--- src/rtl/mac_share_pkg.sv ---
// Shared widths and payload types for the shared multiply-add arbiter.
package mac_share_pkg;

    localparam int unsigned N_REQ_DEF      = 4;
    localparam int unsigned DATA_W_DEF     = 8;
    localparam int unsigned LAT            = 2;
    localparam int unsigned FIFO_DEPTH_DEF = 3;
    localparam int unsigned ID_W           = $clog2(N_REQ_DEF);

    typedef logic [ID_W-1:0] id_t;

    typedef struct packed {
        id_t                   id;
        logic [DATA_W_DEF-1:0] data;
    } resp_t;

endpackage

--- src/rtl/mac_pipe.sv ---
// Two-stage non-stallable datapath: stage 1 registers A*B, stage 2 adds C.
// A valid/tag shift register travels alongside the data.
module mac_pipe
    import mac_share_pkg::*;
#(
    parameter int unsigned DATA_W = DATA_W_DEF,
    parameter int unsigned TAG_W  = ID_W
) (
    input  logic              clk,
    input  logic              rst_n,
    input  logic              in_valid_i,
    input  logic [TAG_W-1:0]  in_tag_i,
    input  logic [DATA_W-1:0] a_i,
    input  logic [DATA_W-1:0] b_i,
    input  logic [DATA_W-1:0] c_i,
    output logic [LAT-1:0]    stage_valid_o,
    output logic [TAG_W-1:0]  out_tag_o,
    output logic [DATA_W-1:0] out_data_o
);

    logic [DATA_W-1:0] prod_d, prod_q, addend_q, sum_q;
    logic [TAG_W-1:0]  tag1_q, tag2_q;
    logic              v1_q, v2_q;

    // Product is kept only modulo 2^DATA_W; the upper half never matters.
    assign prod_d = a_i * b_i;

    always_ff @(posedge clk or negedge rst_n) begin
        if (!rst_n) begin
            prod_q   <= '0;
            addend_q <= '0;
            sum_q    <= '0;
            tag1_q   <= '0;
            tag2_q   <= '0;
            v1_q     <= 1'b0;
            v2_q     <= 1'b0;
        end else begin
            prod_q   <= prod_d;
            addend_q <= c_i;
            tag1_q   <= in_tag_i;
            v1_q     <= in_valid_i;
            sum_q    <= prod_q + addend_q;
            tag2_q   <= tag1_q;
            v2_q     <= v1_q;
        end
    end

    assign stage_valid_o = {v2_q, v1_q};
    assign out_tag_o     = tag2_q;
    assign out_data_o    = sum_q;

endmodule

--- src/rtl/mac_share_arbiter.sv ---
// Round-robin front end sharing one mac_pipe among N_REQ requesters, with a
// credit-limited result FIFO so the unstallable pipe can never overflow it.
module mac_share_arbiter
    import mac_share_pkg::*;
#(
    parameter int unsigned N_REQ      = N_REQ_DEF,
    parameter int unsigned DATA_W     = DATA_W_DEF,
    parameter int unsigned FIFO_DEPTH = FIFO_DEPTH_DEF,
    localparam int unsigned TAG_W     = $clog2(N_REQ)
) (
    input  logic                    clk,
    input  logic                    rst_n,
    input  logic [N_REQ-1:0]        req_valid_i,
    output logic [N_REQ-1:0]        req_ready_o,
    input  logic [N_REQ*DATA_W-1:0] req_a_i,
    input  logic [N_REQ*DATA_W-1:0] req_b_i,
    input  logic [N_REQ*DATA_W-1:0] req_c_i,
    output logic                    resp_valid_o,
    input  logic                    resp_ready_i,
    output logic [TAG_W-1:0]        resp_id_o,
    output logic [DATA_W-1:0]       resp_data_o
);

    localparam int unsigned CNT_W = $clog2(FIFO_DEPTH + 1);
    localparam int unsigned PTR_W = $clog2(FIFO_DEPTH);

    logic [TAG_W-1:0]  rr_q, rr_d, grant_idx;
    logic [TAG_W:0]    cand;
    logic              grant_found, issue_ok, accept, pop, pipe_valid;
    logic [DATA_W-1:0] sel_a, sel_b, sel_c;
    logic [LAT-1:0]    stage_valid;
    logic [TAG_W-1:0]  pipe_tag;
    logic [DATA_W-1:0] pipe_data;
    logic [CNT_W:0]    occ;
    logic [CNT_W-1:0]  fifo_cnt_q, fifo_cnt_d;
    logic [PTR_W-1:0]  rd_ptr_q, rd_ptr_d, wr_ptr_q, wr_ptr_d;
    logic [TAG_W-1:0]  mem_id_q   [FIFO_DEPTH];
    logic [DATA_W-1:0] mem_data_q [FIFO_DEPTH];

    assign resp_valid_o = (fifo_cnt_q != '0);
    assign resp_id_o    = mem_id_q[rd_ptr_q];
    assign resp_data_o  = mem_data_q[rd_ptr_q];
    assign pop          = resp_valid_o & resp_ready_i;
    assign pipe_valid   = stage_valid[LAT-1];

    // Credits: every issued op owns a FIFO slot from issue until it is popped.
    assign occ = (CNT_W+1)'(fifo_cnt_q) + (CNT_W+1)'(stage_valid[0])
               + (CNT_W+1)'(stage_valid[1]);
    assign issue_ok = rst_n & ((occ < (CNT_W+1)'(FIFO_DEPTH)) |
                               ((occ == (CNT_W+1)'(FIFO_DEPTH)) & pop));

    // Round-robin search starting at rr_q, wrapping modulo N_REQ.
    always_comb begin
        grant_found = 1'b0;
        grant_idx   = '0;
        cand        = '0;
        for (int unsigned k = 0; k < N_REQ; k++) begin
            cand = {1'b0, rr_q} + (TAG_W+1)'(k);
            if (cand >= (TAG_W+1)'(N_REQ)) cand = cand - (TAG_W+1)'(N_REQ);
            if (!grant_found && req_valid_i[cand[TAG_W-1:0]]) begin
                grant_found = 1'b1;
                grant_idx   = cand[TAG_W-1:0];
            end
        end
    end

    assign accept      = grant_found & issue_ok;
    assign req_ready_o = accept ? (N_REQ'(1) << grant_idx) : '0;
    assign rr_d        = !accept ? rr_q :
                         (grant_idx == TAG_W'(N_REQ - 1)) ? '0 : grant_idx + TAG_W'(1);

    always_comb begin
        sel_a = '0;
        sel_b = '0;
        sel_c = '0;
        for (int unsigned i = 0; i < N_REQ; i++) begin
            if (TAG_W'(i) == grant_idx) begin
                sel_a = req_a_i[i*DATA_W +: DATA_W];
                sel_b = req_b_i[i*DATA_W +: DATA_W];
                sel_c = req_c_i[i*DATA_W +: DATA_W];
            end
        end
    end

    mac_pipe #(.DATA_W(DATA_W), .TAG_W(TAG_W)) u_pipe (
        .clk           (clk),
        .rst_n         (rst_n),
        .in_valid_i    (accept),
        .in_tag_i      (grant_idx),
        .a_i           (sel_a),
        .b_i           (sel_b),
        .c_i           (sel_c),
        .stage_valid_o (stage_valid),
        .out_tag_o     (pipe_tag),
        .out_data_o    (pipe_data)
    );

    always_comb begin
        fifo_cnt_d = fifo_cnt_q;
        rd_ptr_d   = rd_ptr_q;
        wr_ptr_d   = wr_ptr_q;
        if (pipe_valid)
            wr_ptr_d = (wr_ptr_q == PTR_W'(FIFO_DEPTH - 1)) ? '0 : wr_ptr_q + PTR_W'(1);
        if (pop)
            rd_ptr_d = (rd_ptr_q == PTR_W'(FIFO_DEPTH - 1)) ? '0 : rd_ptr_q + PTR_W'(1);
        case ({pipe_valid, pop})
            2'b10:   fifo_cnt_d = fifo_cnt_q + CNT_W'(1);
            2'b01:   fifo_cnt_d = fifo_cnt_q - CNT_W'(1);
            default: fifo_cnt_d = fifo_cnt_q;
        endcase
    end

    always_ff @(posedge clk or negedge rst_n) begin
        if (!rst_n) begin
            rr_q       <= '0;
            fifo_cnt_q <= '0;
            rd_ptr_q   <= '0;
            wr_ptr_q   <= '0;
            for (int unsigned i = 0; i < FIFO_DEPTH; i++) begin
                mem_id_q[i]   <= '0;
                mem_data_q[i] <= '0;
            end
        end else begin
            rr_q       <= rr_d;
            fifo_cnt_q <= fifo_cnt_d;
            rd_ptr_q   <= rd_ptr_d;
            wr_ptr_q   <= wr_ptr_d;
            if (pipe_valid) begin
                mem_id_q[wr_ptr_q]   <= pipe_tag;
                mem_data_q[wr_ptr_q] <= pipe_data;
            end
        end
    end

endmodule

--- config.mk ---
export PLATFORM = sky130hd
export DESIGN_NAME = mac_share_arbiter
export DESIGN_NICKNAME = d
export VERILOG_FILES = /design/src/rtl/mac_share_pkg.sv /design/src/rtl/mac_pipe.sv /design/src/rtl/mac_share_arbiter.sv
export SDC_FILE = /design/constraint.sdc
export NUM_CORES = 1
export LEC_CHECK = 0
export BUFFER_PORTS_ARGS = -buffer_cell sky130_fd_sc_hd__buf_2
export CAP_MARGIN = 20
export CORE_MARGIN = 2
export CORE_UTILIZATION = 55
export DETAILED_ROUTE_END_ITERATION = 10
export HOLD_SLACK_MARGIN = 0.15
export PLACE_DENSITY = 0.82
export SETUP_SLACK_MARGIN = 0.3
export SKIP_CTS_REPAIR_TIMING = 1
export SLEW_MARGIN = 30
export SYNTH_ARGS = -nofsm -noshare
export SYNTH_HDL_FRONTEND = slang
export SYNTH_SLANG_ARGS = --single-unit
export TNS_END_PERCENT = 50
--- constraint.sdc ---
create_clock -name clk -period 10.95 [get_ports clk]
set_input_delay 1.095 -clock clk [delete_from_list [all_inputs] [get_ports clk]]
set_output_delay 1.095 -clock clk [all_outputs]
set_load 0.005 [all_outputs]
==> results.md, run 1 <==
* Final Critical Period at 6807 ps
* # IOs at 118
* Met2 Wirelength at 6092 um
* Adder-cell area share of the yosys netlist at 13.80%
* Hold path startpoint: u_pipe.tag1_q[1]
* Family with the most delay on the worst path: adder cells
* Worst Max-Slew Pin Slew at 962.6 ps
* Core Box Area at 0.008217 sq mm
* Vias in the first global route at 4071
* CP Launch Type: input port
* Req. time, crit path at 11160 ps
* H-Tree Depth at 3
* Syn_area_per_cell at 9.670 sq um
* FFs w/ async S/R, synth at 100.0%
* First-pass GRT wire length at 19000 um
* Leak Pwr at 2.736 nW
* Crit path kind: input port to register
* IO Port Bufs at 117
* FP Rows at 33
* GRT Util Overall at 27.51%
* Initial core utilization at 56.72%
* Final setup violation count at 0
* Synth Area in Simple Gates at 13.66%
* Worst flop-to-flop path startpoint: rr_q[0]
* Die H at 96.06 um
* Final TNS setup at 0 ps
* DRC at 0
* Iter 0 DRT Violations at 194
* Worst-Skew Late Latency at 340 ps
* Synthesis Warnings at 0
* Largest net degree at the start of global routing at 70
* Setup Skew at 13.39 ps
* Fillers at 654
* Per-cell routed wire length at 17.09 um
* Vias post-DR at 3887
* Worst path bufs/invs at 5
* Routability cong. at 0.9733
* Max Slew Vio Count at 0
* Max Used Layer: met4
* CTS tree: done
* Largest buffer count on any clock path at 2
* RSZ-0062 raised after global routing: false
* Critical Path AT at 7020 ps
* EDFF count, synth at 0
* Nets at 734
* Netlist cell types at 56
* Antenna violations before repair at 1
* Seq/Total Area, Yosys at 36.51%
* TritonCTS Sinks at 68
* Wire length on met3 at 680 um
* Compound-cell area share of the yosys netlist at 15.01%
* PwrDens at 390.5 mW/mm^2
* Critical path origin: req_valid_i[0]
* Crit end category: register
* First-pass iteration count of the detailed router at 4
* Share of cells above drive strength 1 at 30.52%
* Antenna Violating Nets Remaining at 0
* Final hold violation count at 0
* Global route overflow at 0
* Total clock buffers created by CTS at 9
* Main synth FF type: dfrtp_1
* Max IR drop VDD at 0.0001908 V
* Detailed Route WL at 11950 um
* Vias/cell at 5.561
* Synthesized area at 0.004661 sq mm
* Crit path cell chain: buf_2 -> inv_1 -> nor2_1 -> a21oi_1 -> nor2_1 -> a221o_1 -> nor2_1 -> ha_1 -> nand2b_1 -> o22ai_1 -> a31oi_1 -> nand2_1 -> fa_1 -> fa_1 -> inv_1 -> fa_1 -> inv_1 -> fa_1 -> inv_1 -> ha_1 -> a21oi_1 -> xor2_1 -> xnor3_1 -> xnor3_1
* Status: finished clean
* Hold Path Class: register to register
* Fmax at 146.9 MHz
* Die W at 96.06 um
* Met1 WL at 4789 um
* Critical path's slowest cell: fa_1
* Synth Area in XOR/XNOR at 5.208%
* CTS Root Cell: clkbuf_8
* Synthesized flop and latch total at 68
* # placed instances at 682
* Largest family of logic cells by synthesized area: compound AO/OA/AOI/OAI gates
* Multiplexer share of the synthesized area at 9.879%
* Final worst path period share at 62.16%
* Worst-path fanout max at 16
* Max_cap viols at 0
* Synth Net Count at 628
* Cells after Synth at 482
* Normalized max-slew margin at 35.48%
* Reg clk slew, reported paths at 70 ps
* Syn-to-layout area delta at 18.28%
* Non-filler instance count after layout at 699
* Hpwl dp at 9404 um
* Die area at 0.009227 sq mm
* Max stage delay on crit path at 540 ps
-- sequential cells by signal, indices dropped and copies added (netlist names), 2 cells and up --
signal,cells
fifo_cnt_q,2
mem_data_q,24
mem_id_q,6
rd_ptr_q,2
rr_q,2
u_pipe.addend_q,8
u_pipe.out_data_o,8
u_pipe.out_tag_o,2
u_pipe.prod_q,8
u_pipe.tag1_q,2
wr_ptr_q,2
-- power by group --
group	total, mW	leakage (nW)	internal [mW]	switching, mW
sequential	0.485	0.828	0.392	0.0933
clock	0.227	0.116	0.134	0.0929
combinational	1.44	1.79	0.684	0.757
total	2.15	2.74	1.21	0.943
-- layout by cell type, fill, tap and decap left out, types with 3 or more instances in the layout --
cell / count
a21o_1: 7
a21oi_1: 36
a22oi_1: 8
a31oi_1: 6
and2_1: 6
buf_2: 117
buf_4: 4
clkbuf_8: 10
dfrtp_1: 68
fa_1: 14
ha_1: 29
inv_1: 37
mux2_2: 32
mux2i_1: 10
nand2_1: 49
nand2b_1: 7
nand3_1: 6
nand3b_1: 8
nor2_1: 32
nor2b_1: 6
o21ai_0: 25
o221ai_1: 4
o22ai_1: 6
xnor2_1: 14
xnor3_1: 3
xor2_1: 6
-- per-stage QoR --
stage | utilization [%] | worst slack, ps | hold slack (ps) | area, sq um | power (mW)
2_1_floorplan | - | 4479 | 331.2 | 4661 | 1.600
3_3_place_gp | 64.25 | 4012 | 332.9 | 5279 | 1.847
3_5_place_dp | 64.25 | 3805 | 334.7 | 5279 | 1.922
4_1_cts | 66.99 | 4148 | 350.0 | 5504 | 2.171
5_1_grt | 67.09 | 3637 | 357.7 | 5513 | 2.387
6_report | 67.09 | 4143 | 349.4 | 5513 | 2.153
-- final cells by class --
type	instances	area (sq um)	share of cell area (%)
clock buffer	10	137.6	2.497
sequential	68	1702	30.87
tap	105	131.4	2.383
multi-input combinational	350	2694	48.87
inverter	38	142.6	2.587
clock inverter	6	87.58	1.589
timing repair buffer	121	615.6	11.17
antenna	1	2.502	0.04539
-- worst register-to-register path, stage by stage (launching register included) --
cell	delay, ps
dfrtp_1	410
nor2_1	90
a21oi_1	120
nor2_1	50
a221o_1	290
nor2_1	220
ha_1	510
nand2b_1	430
o22ai_1	120
a31oi_1	490
nand2_1	140
fa_1	430
fa_1	540
inv_1	50
fa_1	470
inv_1	60
fa_1	540
inv_1	50
ha_1	310
a21oi_1	170
xor2_1	190
xnor3_1	330
xnor3_1	190
-- cells in the mapped netlist, types with 2 or more instances --
cell / instances / area, sq um
o22ai_1: 6 / 37.54
fa_1: 14 / 280.3
xnor3_1: 3 / 67.56
xor2_1: 6 / 52.55
o21ai_0: 25 / 125.1
ha_1: 29 / 362.9
buf_6: 3 / 33.78
a31oi_1: 6 / 37.54
a21boi_0: 2 / 15.01
o21bai_1: 2 / 15.01
a22oi_1: 8 / 60.06
nand2_1: 49 / 183.9
inv_1: 37 / 138.9
or2b_1: 2 / 15.01
a21oi_1: 36 / 180.2
o221ai_1: 4 / 35.03
dfrtp_1: 68 / 1702
a221o_1: 2 / 20.02
xnor2_1: 14 / 122.6
mux2_2: 32 / 360.4
nand3_1: 6 / 30.03
clkbuf_1: 14 / 52.55
a221oi_2: 2 / 30.03
nor3_1: 3 / 15.01
and2_1: 6 / 37.54
nand4b_1: 2 / 17.52
nand3b_1: 8 / 60.06
buf_1: 2 / 7.510
nor2_1: 32 / 120.1
buf_2: 5 / 25.02
nand2b_1: 7 / 43.79
buf_4: 2 / 15.01
a21o_1: 7 / 52.55
nor2b_1: 6 / 37.54
mux2i_1: 10 / 100.1
or2_2: 2 / 12.51
-- routing by layer --
layer  global-route usage, %  up-vias
met1                   30.29     1846
met4                   11.67        0
li1                        -     1871
met5                       0        -
met2                   51.56      147
met3                   4.699       23
-- path summary, 6_finish.rpt --
check | end | slack (ps) | cells after the start
min in group asynchronous | mem_id_q[3] | 930 | 2
hold reg to reg | u_pipe.out_tag_o[1] | 350 | 0
setup reg to reg | u_pipe.prod_q[7] | 4640 | 22
max in group asynchronous | mem_data_q[14] | 9470 | 2
setup / recovery | u_pipe.prod_q[7] | 4140 | 24
hold / removal | u_pipe.out_tag_o[1] | 350 | 0
-- logic make-up (layout without fill, tap and decap cells) --
family / Yosys count / in the layout
buffers and inverters: 64 / 175
other: 0 / 1
muxes: 42 / 42
adders and majority gates: 43 / 43
AOI/OAI and AO/OA: 110 / 110
xor gates and xnor gates: 23 / 23
DFF: 68 / 68
and+or+nand+nor: 132 / 132
Note: power is estimated with default switching activity, not from simulation.
==> run 2: changes to the inputs <==
--- a/config.mk
+++ b/config.mk
@@ -8,10 +8,10 @@
 export BUFFER_PORTS_ARGS = -buffer_cell sky130_fd_sc_hd__buf_2
 export CAP_MARGIN = 20
 export CORE_MARGIN = 2
-export CORE_UTILIZATION = 55
+export CORE_UTILIZATION = 54
 export DETAILED_ROUTE_END_ITERATION = 10
 export HOLD_SLACK_MARGIN = 0.15
-export PLACE_DENSITY = 0.82
+export PLACE_DENSITY = 0.81
 export SETUP_SLACK_MARGIN = 0.3
 export SKIP_CTS_REPAIR_TIMING = 1
 export SLEW_MARGIN = 30
==> constraint.sdc (replaced) <==
create_clock -name clk -period 7.01 [get_ports clk]
set_input_delay 0.701 -clock clk [delete_from_list [all_inputs] [get_ports clk]]
set_output_delay 0.701 -clock clk [all_outputs]
set_load 0.005 [all_outputs]
==> run 2 against run 1 <==
Effect of this change: clock-buffer cell count is the same; global-route usage shrank 1.9 points; sequential cell count unchanged; die area grew 1.8%; first-iteration DRC count is 2.6% higher; via count up 2.1%; total power up 54%; clock power increased by 48%; cell area hardly changed; worst setup slack worse by 3400 ps; critical path type unchanged; critical endpoint unchanged; largest cell class unchanged; highest routed layer unchanged.
==> results.md, run 2 (synthesis gave the netlist of run 1 again) <==
* Hpwl dp at 9126 um (-3.0%)
* Largest net degree at the start of global routing at 70 (unchanged)
* Iter 0 DRT Violations at 199 (+2.6%)
* Final hold violation count at 0 (unchanged)
* Worst Max-Slew Pin Slew at 926.6 ps (-35.97 ps)
* Core Box Area at 0.008299 sq mm (+1.0%)
* Status: finished clean
* Vias/cell at 5.675 (+2.1%)
* Reg clk slew, reported paths at 70 ps (about the same)
* Pre-CTS WS at 553.6 ps (-3251 ps)
* Normalized max-slew margin at 37.89% (+2.4 points)
* CTS tree: done
* Antenna violations before repair at 0 (-1)
* Final worst path period share at 88.80%
* Total clock buffers created by CTS at 9 (unchanged)
* Largest reg by FF count: mem_data_q
* First-pass iteration count of the detailed router at 5 (+1)
* Die W at 96.90 um (+0.88%)
* Max_cap viols at 0 (unchanged)
* Final setup violation count at 0 (unchanged)
* IO Port Bufs at 117 (unchanged)
* Max stage delay on crit path at 620 ps (+80 ps)
* H-Tree Depth at 3 (unchanged)
* Non-filler instance count after layout at 699 (unchanged)
* Final TNS setup at 0 ps (unchanged)
* Initial core utilization at 56.16% (-0.56 points)
* Crit path kind: input port to register
* First-pass GRT wire length at 19280 um (+1.5%)
* Worst-path fanout max at 32 (+16)
* Post-route cell area at 0.005518 sq mm (about the same)
* PwrDens at 602.8 mW/mm^2 (+54%)
* Critical Path AT at 6440 ps (-580 ps)
* Hold Path Class: register to register
* Largest buffer count on any clock path at 2 (unchanged)
* Final Util at 66.49% (-0.61 points)
* Worst-Skew Late Latency at 330 ps (about the same)
* TritonCTS Sinks at 68 (unchanged)
* Global route overflow at 0 (unchanged)
* Worst hold slack at 347.8 ps (-1.640 ps)
* FP Rows at 33 (unchanged)
* RSZ-0062 raised after global routing: false
* CP Launch Type: input port
* Die H at 96.90 um (+0.88%)
* Leak Pwr at 2.736 nW (about the same)
* Share of cells above drive strength 1 at 30.47% (-0.051 points)
* # placed instances at 684 (+0.29%)
* Req. time, crit path at 7220 ps (-3940 ps)
* Max IR drop VDD at 0.0003849 V (+100%)
* Antenna Violating Nets Remaining at 0 (unchanged)
* Crit path cell chain: buf_2 -> nor4_1 -> nor2_1 -> ha_1 -> buf_12 -> nand3b_1 -> a21oi_1 -> a21oi_1 -> nor2_1 -> a21o_1 -> nand2_1 -> fa_1 -> fa_1 -> inv_1 -> fa_1 -> inv_1 -> fa_1 -> inv_1 -> ha_1 -> a21oi_1 -> xor2_1 -> xnor3_1 -> xnor3_1
* Fmax at 160.7 MHz
* Final total power at 3.326 mW (+54%)
* Commonest non-fill, non-tap cell in the layout: buf_2
* # IOs at 118 (unchanged)
* N_diodes at 0 (-1)
* Routability cong. at 0.9595 (-1.4%)
* Most frequent cells in the layout: buf_2, dfrtp_1, nand2_1
* Number of flip-flops in the largest register at 24 (unchanged)
* Final Critical Period at 6225 ps
* Critical path's slowest cell: nor4_1
* Area after DPL at 0.005306 sq mm (+0.52%)
* Die area at 0.009390 sq mm (+1.8%)
* Worst setup margin at 785.3 ps (-3358 ps)
* Syn-to-layout area delta at 18.39% (about the same)
* Family with the most delay on the worst path: adder cells
* Worst path bufs/invs at 5 (unchanged)
* Max Slew Vio Count at 0 (unchanged)
* Vias post-DR at 3967 (+2.1%)
* Nets at 736 (+0.27%)
* Cell with the most instances on the worst path: fa_1
* DRC at 0 (unchanged)
* Setup Skew at 9.917 ps (-3.468 ps)
* Crit end category: register
* Detailed Route WL at 11710 um (-2.0%)
* GRT Util Overall at 25.64% (-1.9 points)
* Per-cell routed wire length at 16.75 um (-2.0%)
* CTS Root Cell: clkbuf_8
* Vias in the first global route at 4006 (-1.6%)
[run 2: path summary, 6_finish.rpt]
kind                                       start             endpoint  slack, ps  cells past startpoint
worst max-delay path              req_valid_i[3]     u_pipe.prod_q[7]        790                     23
worst max register to register           rr_q[0]     u_pipe.prod_q[7]       1010                     25
worst min-delay path            u_pipe.tag1_q[0]  u_pipe.out_tag_o[0]        350                      0
max in group asynchronous                  rst_n        mem_data_q[9]       5900                      2
worst min register to register  u_pipe.tag1_q[0]  u_pipe.out_tag_o[0]        350                      0
min in group asynchronous                  rst_n          mem_id_q[3]        540                      2
[run 2: area by class of cell]
class / instances / area, sq um
clock buffers: 10 / 127.6
clock inverters: 5 / 77.57
fillers: 652 / 2781
inverters: 38 / 142.6
multi-input cells: 350 / 2694
flip-flops and latches: 68 / 1702
well taps: 105 / 131.4
repair buffers: 123 / 643.1
[run 2: worst reg2reg max path, cell delays in order (launching register included)]
cell	delay [ps]
dfrtp_1	420
nor2_1	80
a21oi_1	110
nor2_1	50
a221o_1	300
nor2_1	210
ha_1	540
buf_12	240
nand2_1	70
a21oi_1	120
a21oi_1	50
nor2_1	140
a21o_1	160
nand2_1	90
fa_1	430
fa_1	540
inv_1	50
fa_1	470
inv_1	50
fa_1	520
inv_1	40
ha_1	310
a21oi_1	160
xor2_1	200
xnor3_1	330
xnor3_1	180
[run 2: routing by layer]
metal / track usage [%] / vias up / wire, um
li1: - / 1871 / -
met1: 30.91 / 1912 / 4802
met2: 45.46 / 154 / 5949
met3: 4.263 / 30 / 605
met4: 10.51 / 0 / 348
met5: 0 / - / 0
[run 2: power by group]
| group | switching, mW | leakage, nW | internal, mW | total [mW] |
|---|---|---|---|---|
| Combinational | 1.17 | 1.81 | 1.08 | 2.25 |
| Clock | 0.138 | 0.102 | 0.197 | 0.335 |
| Sequential | 0.134 | 0.828 | 0.612 | 0.746 |
==> run 3: changes to the inputs <==
--- a/config.mk
+++ b/config.mk
@@ -9,6 +9,7 @@
 export CAP_MARGIN = 20
 export CORE_MARGIN = 2
 export CORE_UTILIZATION = 54
+export CTS_BUF_LIST = sky130_fd_sc_hd__clkbuf_4 sky130_fd_sc_hd__clkbuf_8 sky130_fd_sc_hd__clkbuf_16
 export DETAILED_ROUTE_END_ITERATION = 10
 export HOLD_SLACK_MARGIN = 0.15
 export PLACE_DENSITY = 0.81
==> constraint.sdc (replaced) <==
create_clock -name clk -period 7.01 [get_ports clk]
set_input_delay 0.701 -clock clk [delete_from_list [all_inputs] [get_ports clk]]
set_output_delay 0.701 -clock clk [all_outputs]
set_load 0.01 [all_outputs]
==> run 3 against run 2 <==
Effect of this change: critical path depth is the same; via count is the same; worst hold slack is the same; sequential share of layout area is essentially flat; combinational power is essentially flat; critical endpoint unchanged; largest power group unchanged; highest routed layer unchanged.
==> results.md, run 3 (synthesis gave the netlist of run 1 again) <==
* R2R depth at 25 (unchanged)
* Flop pwr share at 22.2% (-0.2 points)
* Total clock buffers created by CTS at 9 (unchanged)
* N_diodes at 0 (unchanged)
* Max Slew Vio Count at 0 (unchanged)
* Max IR drop VDD at 0.0003850 V (about the same)
* Req. time, crit path at 7220 ps (about the same)
* Hold worst-path end: u_pipe.out_tag_o[0]
* Worst Max-Slew Pin Slew at 926.6 ps (unchanged)
* P_sw at 1.464 mW (+1.5%)
* Iter 0 DRT Violations at 199 (unchanged)
* Worst hold slack at 347.8 ps (unchanged)
* Vias post-DR at 3967 (unchanged)
* Nets at 736 (unchanged)
* PwrDens at 607.3 mW/mm^2 (+0.74%)
* Crit path kind: input port to register
* Switching share of power at 43.65% (+0.31 points)
* Die area at 0.009390 sq mm (unchanged)
* IO Port Bufs at 117 (unchanged)
* Final TNS setup at 0 ps (unchanged)
* H-Tree Depth at 3 (unchanged)
* Syn-to-layout area delta at 18.47% (about the same)
* First-pass GRT wire length at 19280 um (unchanged)
* FF+latch area at 0.001702 sq mm (unchanged)
* Largest buffer count on any clock path at 2 (unchanged)
* Reg2reg end: u_pipe.prod_q[7]
* RSZ-0062 raised after global routing: false
* Worst flop-to-flop path startpoint: rr_q[0]
* Reg clk slew, reported paths at 70 ps (about the same)
* Final total power at 3.353 mW (+0.81%)
* Wire length on met3 at 605 um (unchanged)
* Hold Path Depth at 0 (unchanged)
* CTS Root Cell: clkbuf_8
* Vias in the first global route at 4006 (unchanged)
* Leak Pwr at 2.740 nW (+0.12%)
* Initial core utilization at 56.16% (unchanged)
* Vias/cell at 5.675 (unchanged)
* Final worst path period share at 88.81% (about the same)
* Status: finished clean
* Die H at 96.90 um (unchanged)
* Number of flip-flops in the largest register at 24 (unchanged)
* Hpwl dp at 9126 um (unchanged)
* Multi-input logic area at 0.002694 sq mm (unchanged)
* Clk pwr share at 10.1% (about the same)
* Post-route cell area at 0.005522 sq mm (about the same)
* Crit end category: register
* Most frequent cells in the layout: buf_2, dfrtp_1, nand2_1
* Largest reg by FF count: mem_data_q
* Met1 WL at 4806 um (about the same)
* TritonCTS Sinks at 68 (unchanged)
* Detailed Route WL at 11710 um (about the same)
* R2r setup slk at 1010 ps (about the same)
* Area after DPL at 0.005306 sq mm (unchanged)
* Fmax at 160.6 MHz (about the same)
* CTS tree: done
* Core Box Area at 0.008299 sq mm (unchanged)
* FP Rows at 33 (unchanged)
* Cell-internal power at 1.889 mW (+0.26%)
* Max_cap viols at 0 (unchanged)
* CP Launch Type: input port
* Share of cells above drive strength 1 at 30.64% (+0.17 points)
* GRT Util Overall at 25.64% (unchanged)
* Global route overflow at 0 (unchanged)
* Final hold violation count at 0 (unchanged)
* Met2 Wirelength at 5949 um (unchanged)
* Max Used Layer: met4
* DRC at 0 (unchanged)
* Comb power frac at 67.7% (+0.2 points)
* Critical Path AT at 6440 ps (about the same)
* Hold path startpoint: u_pipe.tag1_q[0]
* Normalized max-slew margin at 37.89% (unchanged)
* Largest net degree at the start of global routing at 70 (unchanged)
* Fillers at 650 (-0.31%)
* Antenna violations before repair at 0 (unchanged)
* Hold Path Class: register to register
* Final Critical Period at 6226 ps (+1.071 ps)
* Antenna Violating Nets Remaining at 0 (unchanged)
* First-pass iteration count of the detailed router at 5 (unchanged)
* Setup Skew at 9.917 ps (-0.00002000 ps)
* Worst-path fanout max at 32 (unchanged)
* Routability cong. at 0.9595 (unchanged)
* # IOs at 118 (unchanged)
* Worst-Skew Late Latency at 330 ps (about the same)
* Final setup violation count at 0 (unchanged)
* Per-cell routed wire length at 16.75 um (about the same)
* Commonest non-fill, non-tap cell in the layout: buf_2
* Die W at 96.90 um (unchanged)
==> run 3: cell counts in the layout (fill, tap and decap cells not counted) <==
No cell type changed its count.
==> run 3: metrics by stage <==
step | worst slack (ps) | cells | utilization, %
detailed placement | 553.6 | 684 | 63.94
CTS | 919.3 | 699 | 66.46
global placement | 688.6 | 684 | 63.94
global route | 471.3 | 699 | 66.53
finish | 784.3 | 699 | 66.53
floorplan | 932.7 | 482 | -
==> run 3: worst max-delay path by stage <==
stage	startpoint	slack [ps]	to	cells past startpoint
CTS	req_valid_i[3]	920	u_pipe.prod_q[7]	23
detailed placement	req_valid_i[0]	550	u_pipe.prod_q[7]	27
floorplan	req_valid_i[0]	930	u_pipe.prod_q[7]	28
finish	req_valid_i[3]	780	u_pipe.prod_q[7]	23
global route	req_valid_i[3]	470	u_pipe.prod_q[7]	23
global placement	req_valid_i[0]	690	u_pipe.prod_q[7]	26
==> run 3: layout make-up <==
class                   count  share of cell area, %
repair buffers            123                  11.65
clock buffers              10                  2.379
flip-flops and latches     68                  30.82
multi-input cells         350                  48.79
well taps                 105                  2.379
inverters                  38                  2.583
clock inverters             5                  1.405
==> run 3: routing by layer <==
layer	global-route usage, %	vias up
met3	4.263	30
met5	0	-
met4	10.51	0
met2	45.46	154
li1	-	1871
met1	30.91	1912
==> run 3: critical path: stages <==
cell	delay, ps
buf_2	120
nor4_1	620
nor2_1	170
ha_1	440
buf_12	250
nand3b_1	200
a21oi_1	180
a21oi_1	50
nor2_1	140
a21o_1	160
nand2_1	90
fa_1	430
fa_1	540
inv_1	50
fa_1	470
inv_1	50
fa_1	520
inv_1	40
ha_1	310
a21oi_1	160
xor2_1	200
xnor3_1	330
xnor3_1	180
==> run 3: power groups by stage <==
stage	Clock (mW)	Combinational [mW]	Sequential (mW)
global route	0.364	2.60	0.772
finish	0.338	2.27	0.746
global placement	0	2.20	0.736
detailed placement	0	2.28	0.752
CTS	0.346	2.29	0.746
floorplan	0	1.83	0.693
